==> src/rtl/regfile_sb.sv <==
// regfile_sb: register file with write bypass, RAW scoreboard and post-reset clear engine (REGFILE_ZERO_REG_EN hardwires r0 to zero)
module regfile_sb #(
  parameter int DATA_W = 16,
  parameter int NUM_REGS = 4,
  parameter int ADDR_W = 2,
  parameter logic [DATA_W-1:0] RESET_VAL = '0
) (
  input  logic              clk,
  input  logic              reset,
  input  logic [ADDR_W-1:0] rd_addr1,
  output logic [DATA_W-1:0] rd_data1,
  output logic              rd_busy1,
  input  logic [ADDR_W-1:0] rd_addr2,
  output logic [DATA_W-1:0] rd_data2,
  output logic              rd_busy2,
  input  logic              wr_en,
  input  logic [ADDR_W-1:0] wr_addr,
  input  logic [DATA_W-1:0] wr_data,
  input  logic              claim_en,
  input  logic [ADDR_W-1:0] claim_addr,
  output logic              init_busy
);
  localparam logic ST_INIT = 1'b0;
  localparam logic ST_RUN = 1'b1;
  localparam logic [ADDR_W:0] NR = (ADDR_W+1)'(NUM_REGS);
  localparam logic [ADDR_W-1:0] LAST = ADDR_W'(NUM_REGS-1);
`ifdef REGFILE_ZERO_REG_EN
  localparam logic ZERO_EN = 1'b1;
`else
  localparam logic ZERO_EN = 1'b0;
`endif
  logic                r_state;
  logic [ADDR_W-1:0]   r_clr_cnt;
  logic [NUM_REGS-1:0] r_pend;
  logic [DATA_W-1:0]   r_mem [NUM_REGS];
  logic                w_run, w_wr_ok, w_claim_ok;
  logic [ADDR_W-1:0]   w_ra [2];
  logic [DATA_W-1:0]   w_rd [2];
  logic                w_hit [2];
  logic                w_busy [2];
  // an address is usable only if it maps to a real, non-hardwired register
  function automatic logic f_ok(input logic [ADDR_W-1:0] a);
    return ({1'b0, a} < NR) && !(ZERO_EN && a == '0);
  endfunction
  assign w_run = r_state == ST_RUN;
  assign w_wr_ok = w_run && wr_en && f_ok(wr_addr);
  assign w_claim_ok = w_run && claim_en && f_ok(claim_addr);
  assign w_ra[0] = rd_addr1;
  assign w_ra[1] = rd_addr2;
  always_comb begin
    for (int k = 0; k < 2; k++) begin
      w_hit[k] = w_wr_ok && wr_addr == w_ra[k];
      w_rd[k] = !w_run ? RESET_VAL : !f_ok(w_ra[k]) ? '0 : w_hit[k] ? wr_data : r_mem[w_ra[k]];
      w_busy[k] = w_run && f_ok(w_ra[k]) && r_pend[w_ra[k]] && !w_hit[k];
    end
  end
  assign rd_data1 = w_rd[0];
  assign rd_data2 = w_rd[1];
  assign rd_busy1 = w_busy[0];
  assign rd_busy2 = w_busy[1];
  assign init_busy = !w_run;
  // a same-cycle claim beats the retiring write: a new producer has issued
  always_ff @(posedge clk) begin
    if (reset) begin
      r_state <= ST_INIT;
      r_clr_cnt <= '0;
      r_pend <= '0;
    end else if (!w_run) begin
      r_clr_cnt <= r_clr_cnt == LAST ? '0 : r_clr_cnt + 1'b1;
      r_state <= r_clr_cnt == LAST ? ST_RUN : ST_INIT;
    end else begin
      for (int i = 0; i < NUM_REGS; i++)
        if (w_claim_ok && claim_addr == ADDR_W'(i)) r_pend[i] <= 1'b1;
        else if (w_wr_ok && wr_addr == ADDR_W'(i)) r_pend[i] <= 1'b0;
    end
  end
  always_ff @(posedge clk) begin
    if (!reset) begin
      if (!w_run) r_mem[r_clr_cnt] <= RESET_VAL;
      else if (w_wr_ok) r_mem[wr_addr] <= wr_data;
    end
  end
endmodule
==> config.mk <==
export PLATFORM = sky130hd
export DESIGN_NAME = regfile_sb
export DESIGN_NICKNAME = d
export VERILOG_FILES = /design/src/rtl/regfile_sb.sv
export SDC_FILE = /design/constraint.sdc
export NUM_CORES = 1
export LEC_CHECK = 0
export CORE_UTILIZATION = 55
export CTS_CLUSTER_SIZE = 10
export DETAILED_ROUTE_END_ITERATION = 7
export PLACE_DENSITY = 0.89
export SLEW_MARGIN = 40
export SYNTH_ARGS = -nofsm -noshare
export SYNTH_HDL_FRONTEND = slang
export SYNTH_SLANG_ARGS = --single-unit
==> constraint.sdc <==
create_clock -name clk -period 2.9 [get_ports clk]
set_input_delay 0.29 -clock clk [delete_from_list [all_inputs] [get_ports clk]]
set_output_delay 0.29 -clock clk [all_outputs]
set_load 0.02 [all_outputs]
* Word level (Yosys, flattened, before mapping)
Memories as Yosys holds them, arrays and structs flattened. Cells that the tools add are included.
Operators by class: add/sub/neg operators 1, magnitude comparators 2, muxes and demuxes 29, reductions and logical operators 30, equal/unequal tests 9
Operator list (count):
- 2-to-1 mux 16 bit | 5
- 2-to-1 mux 1 bit | 20
- logical AND 1 bit | 16
- OR reduction 16 bit | 1
- equality test 2 bit (second input constant) | 5
- AND reduction 2 bit | 4
- nonzero test 2 bit | 4
- < comparator 2 x 3 -> 1 bit (second input constant) | 2
- binary-select mux 1 bit (select 2 bit) | 2
- equality test 2 x 1 -> 1 bit (second input constant) | 2
- equality test 2 bit | 2
- zero test 2 bit | 2
- 2-to-1 mux 2 bit | 2
- zero test 1 bit | 3
- adder 2 x 1 -> 2 bit (second input constant) | 1
Storage, ports and cells: register bits after elaboration 7, logic and storage cells 78, memories 1, bits of input ports 28, RAM bits 64
Memories:
- r_mem | depth 4, bits a word 16, read ports 2, clocked after memory_dff 0, write ports 1, RTL line 35 | logic [DATA_W-1:0] r_mem [NUM_REGS];

* Longest topological paths before layout
depth after elaboration 7, depth in mapped cells 6

* Worst setup path before layout
No wires, ideal clock.
path type flip-flop to flip-flop, start point reg r_state, end point mem r_mem[2][0] (enable), arrival 2128 ps, required time 2487 ps, cell stages (with the launch flop) 6, library setup time 413 ps, path slack 359 ps, period minus slack after synthesis 2541 ps, cells stage by stage dfxtp_1 > buf_2 > and3b_1 > buf_2 > mux2i_1 > nor3b_1
On the way: cells in the longest elaborated chain, start to end 7, elaborated cells on any way between the ends 11, those cells by class 9 x mux; 2 x reduce/logical
RTL lines:
- start, declared | RTL line 32 | logic r_state;
- start signal, assigned | RTL line 70 | r_state <= r_clr_cnt == LAST ? ST_RUN : ST_INIT;
- logical AND 1 bit | RTL line 46 | assign w_wr_ok = w_run && wr_en && f_ok(wr_addr);
- 2-to-1 mux 1 bit | RTL line 80 | else if (w_wr_ok) r_mem[wr_addr] <= wr_data;
- 2-to-1 mux 1 bit | RTL line 79 | if (!w_run) r_mem[r_clr_cnt] <= RESET_VAL;
- 2-to-1 mux 1 bit | RTL line 78 | if (!reset) begin
- 2-to-1 mux 1 bit (implied by the code) | RTL line 80
- OR reduction 16 bit (no source line)
- 2-to-1 mux 2 bit (no source line) or 2-to-1 mux 1 bit (tied branches)
- end, declared | RTL line 35
Several ways; a longest one is shown, not always the timed one.

* Worst setup path in the final report
start point in wr_addr[0], end point out rd_data1[7]
On the way: cells in the longest elaborated chain, start to end 4
RTL lines:
- start, declared | RTL line 17 | input logic [ADDR_W-1:0] wr_addr,
- equality test 2 bit | RTL line 52 | w_hit[k] = w_wr_ok && wr_addr == w_ra[k];
- logical AND 1 bit | RTL line 52
- 2-to-1 mux 16 bit (2 in series) | RTL line 53 | w_rd[k] = !w_run ? RESET_VAL : !f_ok(w_ra[k]) ? '0 : w_hit[k] ? wr_data : r_mem[w_ra[k]];
- end, declared | RTL line 11 | output logic [DATA_W-1:0] rd_data1,
No other way between the ends.

==> flow_metrics.py <==
metrics = {
    "yosys": {
        "yosysSeqAreaShare_pct": 49.7,
        "synth.ff_latch_count": 71,
        "synth_top_area_share_pct": 46.3,
        "synth-xor-area-share_pct": 3.41,
        "yosysTopAreaCell": "edfxtp_1",
        "synth_top_family_by_area": "multiplexers",
        "synthMostInstantiatedCell": "edfxtp_1",
        "ys_warn_count": 0,
        "synthAdderAreaFrac_pct": 0.302,
        "synthesis.nets": 326,
        "synthTopCellsByArea": "edfxtp_1 46%, mux4_2 16%, o31ai_1 6.2%",
        "yosys_most_used_dff": "edfxtp_1",
        "syn_inst": 297,
        "synthTopCellsByCount": "64 x edfxtp_1, 38 x a21oi_1, 34 x o31ai_1, 33 x nand4_1, 29 x mux4_2",
        "async_flop_share_pct": 0,
        "synth-compound-area-share_pct": 11.4,
        "synth_area_um2": 4150,
        "synth_edf_count": 64,
        "synth_mux_area_share_pct": 19.4,
        "synth_area_per_cell_um2": 14.0,
        "synth-simple-area-share_pct": 10.1,
        "synth_cell_types": 32,
    },
    "routing": {
        "drc": 0,
        "ant_nets": 0,
        "avgRoutedWirePerCell_um": 24.2,
        "drt_wl_total_um": 11500,
        "drtIter0Drc": 566,
        "avgViaCountPerCell": 7.06,
        "first_pass_iters": 6,
        "vias": 3375,
    },
    "power": {
        "vdd_drop_max_uv": 337,
        "leakagePower_nw": 1.75,
        "pwr_density_cell_nw_per_um2": 523,
    },
    "floorplanning": {
        "start_util_pct": 57.2,
        "num_rows": 31,
        "die_w_um": 88.9,
        "die_h_um": 88.9,
        "die-area_um2": 7900,
        "core_um2": 7250,
        "io_pins": 63,
    },
    "sta": {
        "drv_slew": 0,
        "hold_viol": 0,
        "fin_crit_sh_pct": 95.3,
        "finalSetupViolCount": 0,
        "worst_slack_ns": 0.135,
        "rsz0062_at_grt": "no",
        "fin_worst_skew_ns": 0.00980,
        "timing.final.crit_period_ns": 2.76,
        "worst_pin_slew_ns": 0.549,
        "slew_headroom_pct": 63.4,
        "fin_hold_ws_ns": 0.509,
        "clock.fmax_ghz": 0.362,
    },
    "worst_setup_path": {
        "cp.required_ns": 2.61,
        "crit_type": "input pin to output port",
        "path_delay_family": "buffers and inverters",
        "r2r_setup_slack_ns": 0.95,
        "start_kind": "input pin",
        "critPathMaxStageDelay_ns": 0.65,
        "critPathArrivalTime_ns": 2.47,
        "cp_max_fo": 8,
        "slowest_stage": "clkdlybuf4s50_1",
        "crit_chain": "dlygate4sd2_1 -> buf_4 -> xor2_2 -> buf_4 -> o31ai_1 -> a21oi_1 -> clkdlybuf4s50_1",
        "crit_top_cell": "buf_4",
        "cp_num_buf_inv": 4,
        "end_kind": "output port",
    },
    "global_route": {
        "grt_pass1_wl_um": 17000,
        "overflow": 0,
        "grt_max_degree": 35,
        "grt_pass1_vias": 3187,
        "grtUsageTotal_pct": 30.5,
        "antenna_found_initial": 0,
    },
    "finish": {
        "fin_nets": 403,
        "fin_cells": 478,
        "drive_gt1_share_pct": 23.5,
        "syn_to_final_growth_pct": 26.3,
        "diodes": 0,
    },
    "status": {
        "outcome": "completed",
    },
    "min_path": {
        "hp-class": "flop to flop",
    },
    "clocking": {
        "clock_latency_ns": 0.35,
        "cts_sinks": 71,
        "cts_setup_buffers": 0,
        "clockBufferDepth": 2,
        "cts_buffers": 9,
        "clk_pin_slew_ns": 0.07,
        "htreeDepth": 3,
        "root_buffer": "clkbuf_8",
        "cts_tree": "built",
        "cts_hold_buffers": 0,
    },
    "run": {
        "maxCapViolCount": 0,
    },
    "place": {
        "pre_cts_slack_ns": -0.0245,
        "placed_cells": 462,
        "port_buffers": 62,
        "place_congestion": 0.996,
        "dpl.hpwl_um": 7860,
    },
}
-- cell usage in the layout, fill, tap and decap left out, types with 2 or more instances in the layout --
| cell type | instances |
|---|---|
| and3b_1 | 2 |
| and2_1 | 18 |
| dlymetal6s2s_1 | 5 |
| mux4_2 | 29 |
| nand4_1 | 33 |
| nand4b_1 | 2 |
| a21oi_1 | 38 |
| clkbuf_1 | 3 |
| xnor2_4 | 4 |
| nand2_1 | 4 |
| inv_1 | 2 |
| mux2i_1 | 2 |
| mux4_1 | 5 |
| edfxtp_1 | 64 |
| o31ai_1 | 33 |
| a31oi_1 | 2 |
| xor2_2 | 3 |
| o21ai_0 | 2 |
| nor2_1 | 4 |
| clkdlybuf4s50_1 | 56 |
| dfxtp_1 | 7 |
| buf_12 | 3 |
| clkbuf_8 | 9 |
| buf_4 | 34 |
-- worst reg2reg max path: stages, from the launching register on --
cell     delay [ns]
dfxtp_1        0.43
buf_4          0.22
and3b_1        0.21
mux2i_1        0.35
and3b_1        0.23
buf_4          0.21
-- where the power goes --
group / switching, W / internal (W) / total (W) / leakage, nW
logic: 0.000387 / 0.000311 / 0.000698 / 0.983
clock network: 0.000369 / 0.000403 / 0.000772 / 0.0912
registers: 0.0000495 / 0.00122 / 0.00127 / 0.678
total: 0.000806 / 0.00194 / 0.00274 / 1.75
-- metrics by stage --
stage / utilization (%) / cell area (um2) / TNS, ns / total power (W)
6_report: 72.2 / 5240 / 0 / 0.00274
2_1_floorplan: - / 4150 / 0 / 0.00168
3_5_place_dp: 68.8 / 4990 / -0.107 / 0.00196
5_1_grt: 72.2 / 5240 / 0 / 0.00283
3_3_place_gp: 68.8 / 4990 / -0.00238 / 0.00193
4_1_cts: 71.7 / 5200 / -0.0345 / 0.00272
-- area by class of cell --
| type | instances | area, um2 |
|---|---|---|
| timing repair buffer | 99 | 947 |
| clock inverter | 4 | 55.1 |
| inverter | 2 | 7.51 |
| multi-input combinational | 191 | 1910 |
| sequential | 71 | 2060 |
| clock buffer | 12 | 135 |
| fill | 466 | 2010 |
| tap | 99 | 124 |
-- timing repair --
item	in CTS	in global routing
pin swaps	0	0
endpoints found under the setup margin	7	33
endpoints found under the hold margin	0	0
resized for setup	3	8
-- cells by family (layout without fill, tap and decap cells) --
kind of cell / count (synthesis) / in the layout
AOI/OAI and AO/OA: 77 / 77
DFF: 71 / 71
and+or+nand+nor: 69 / 69
muxes: 36 / 36
buffers and inverters: 35 / 117
xor gates and xnor gates: 8 / 8
adders and majority gates: 1 / 1
-- sequential cells by signal, summed over array words and instances, names as in the netlist --
name and cells:
r_mem 64, r_clr_cnt 2, r_state 1, r_pend 4
-- per-layer routing --
| metal | up-vias | global-route usage, % | part of all wire (%) |
|---|---|---|---|
| met3 | 62 | 7.46 | 12 |
| li1 | 1388 | - | - |
| met5 | - | 0 | 0 |
| met2 | 302 | 48.9 | 49 |
| met4 | 0 | 12.8 | 4.8 |
| met1 | 1623 | 40.2 | 35 |
-- worst paths after layout --
check                               from                      to  cells after the start
setup / recovery              wr_addr[0]             rd_data1[7]                      7
hold / removal    r_pend[2]$_SDFFE_PP0P_  r_pend[2]$_SDFFE_PP0P_                      2
setup reg to reg      r_state$_SDFF_PP0_  r_mem[0][15]$_DFFE_PP_                      5
hold reg to reg   r_pend[2]$_SDFFE_PP0P_  r_pend[2]$_SDFFE_PP0P_                      2
(Power assumes the default switching activity.)
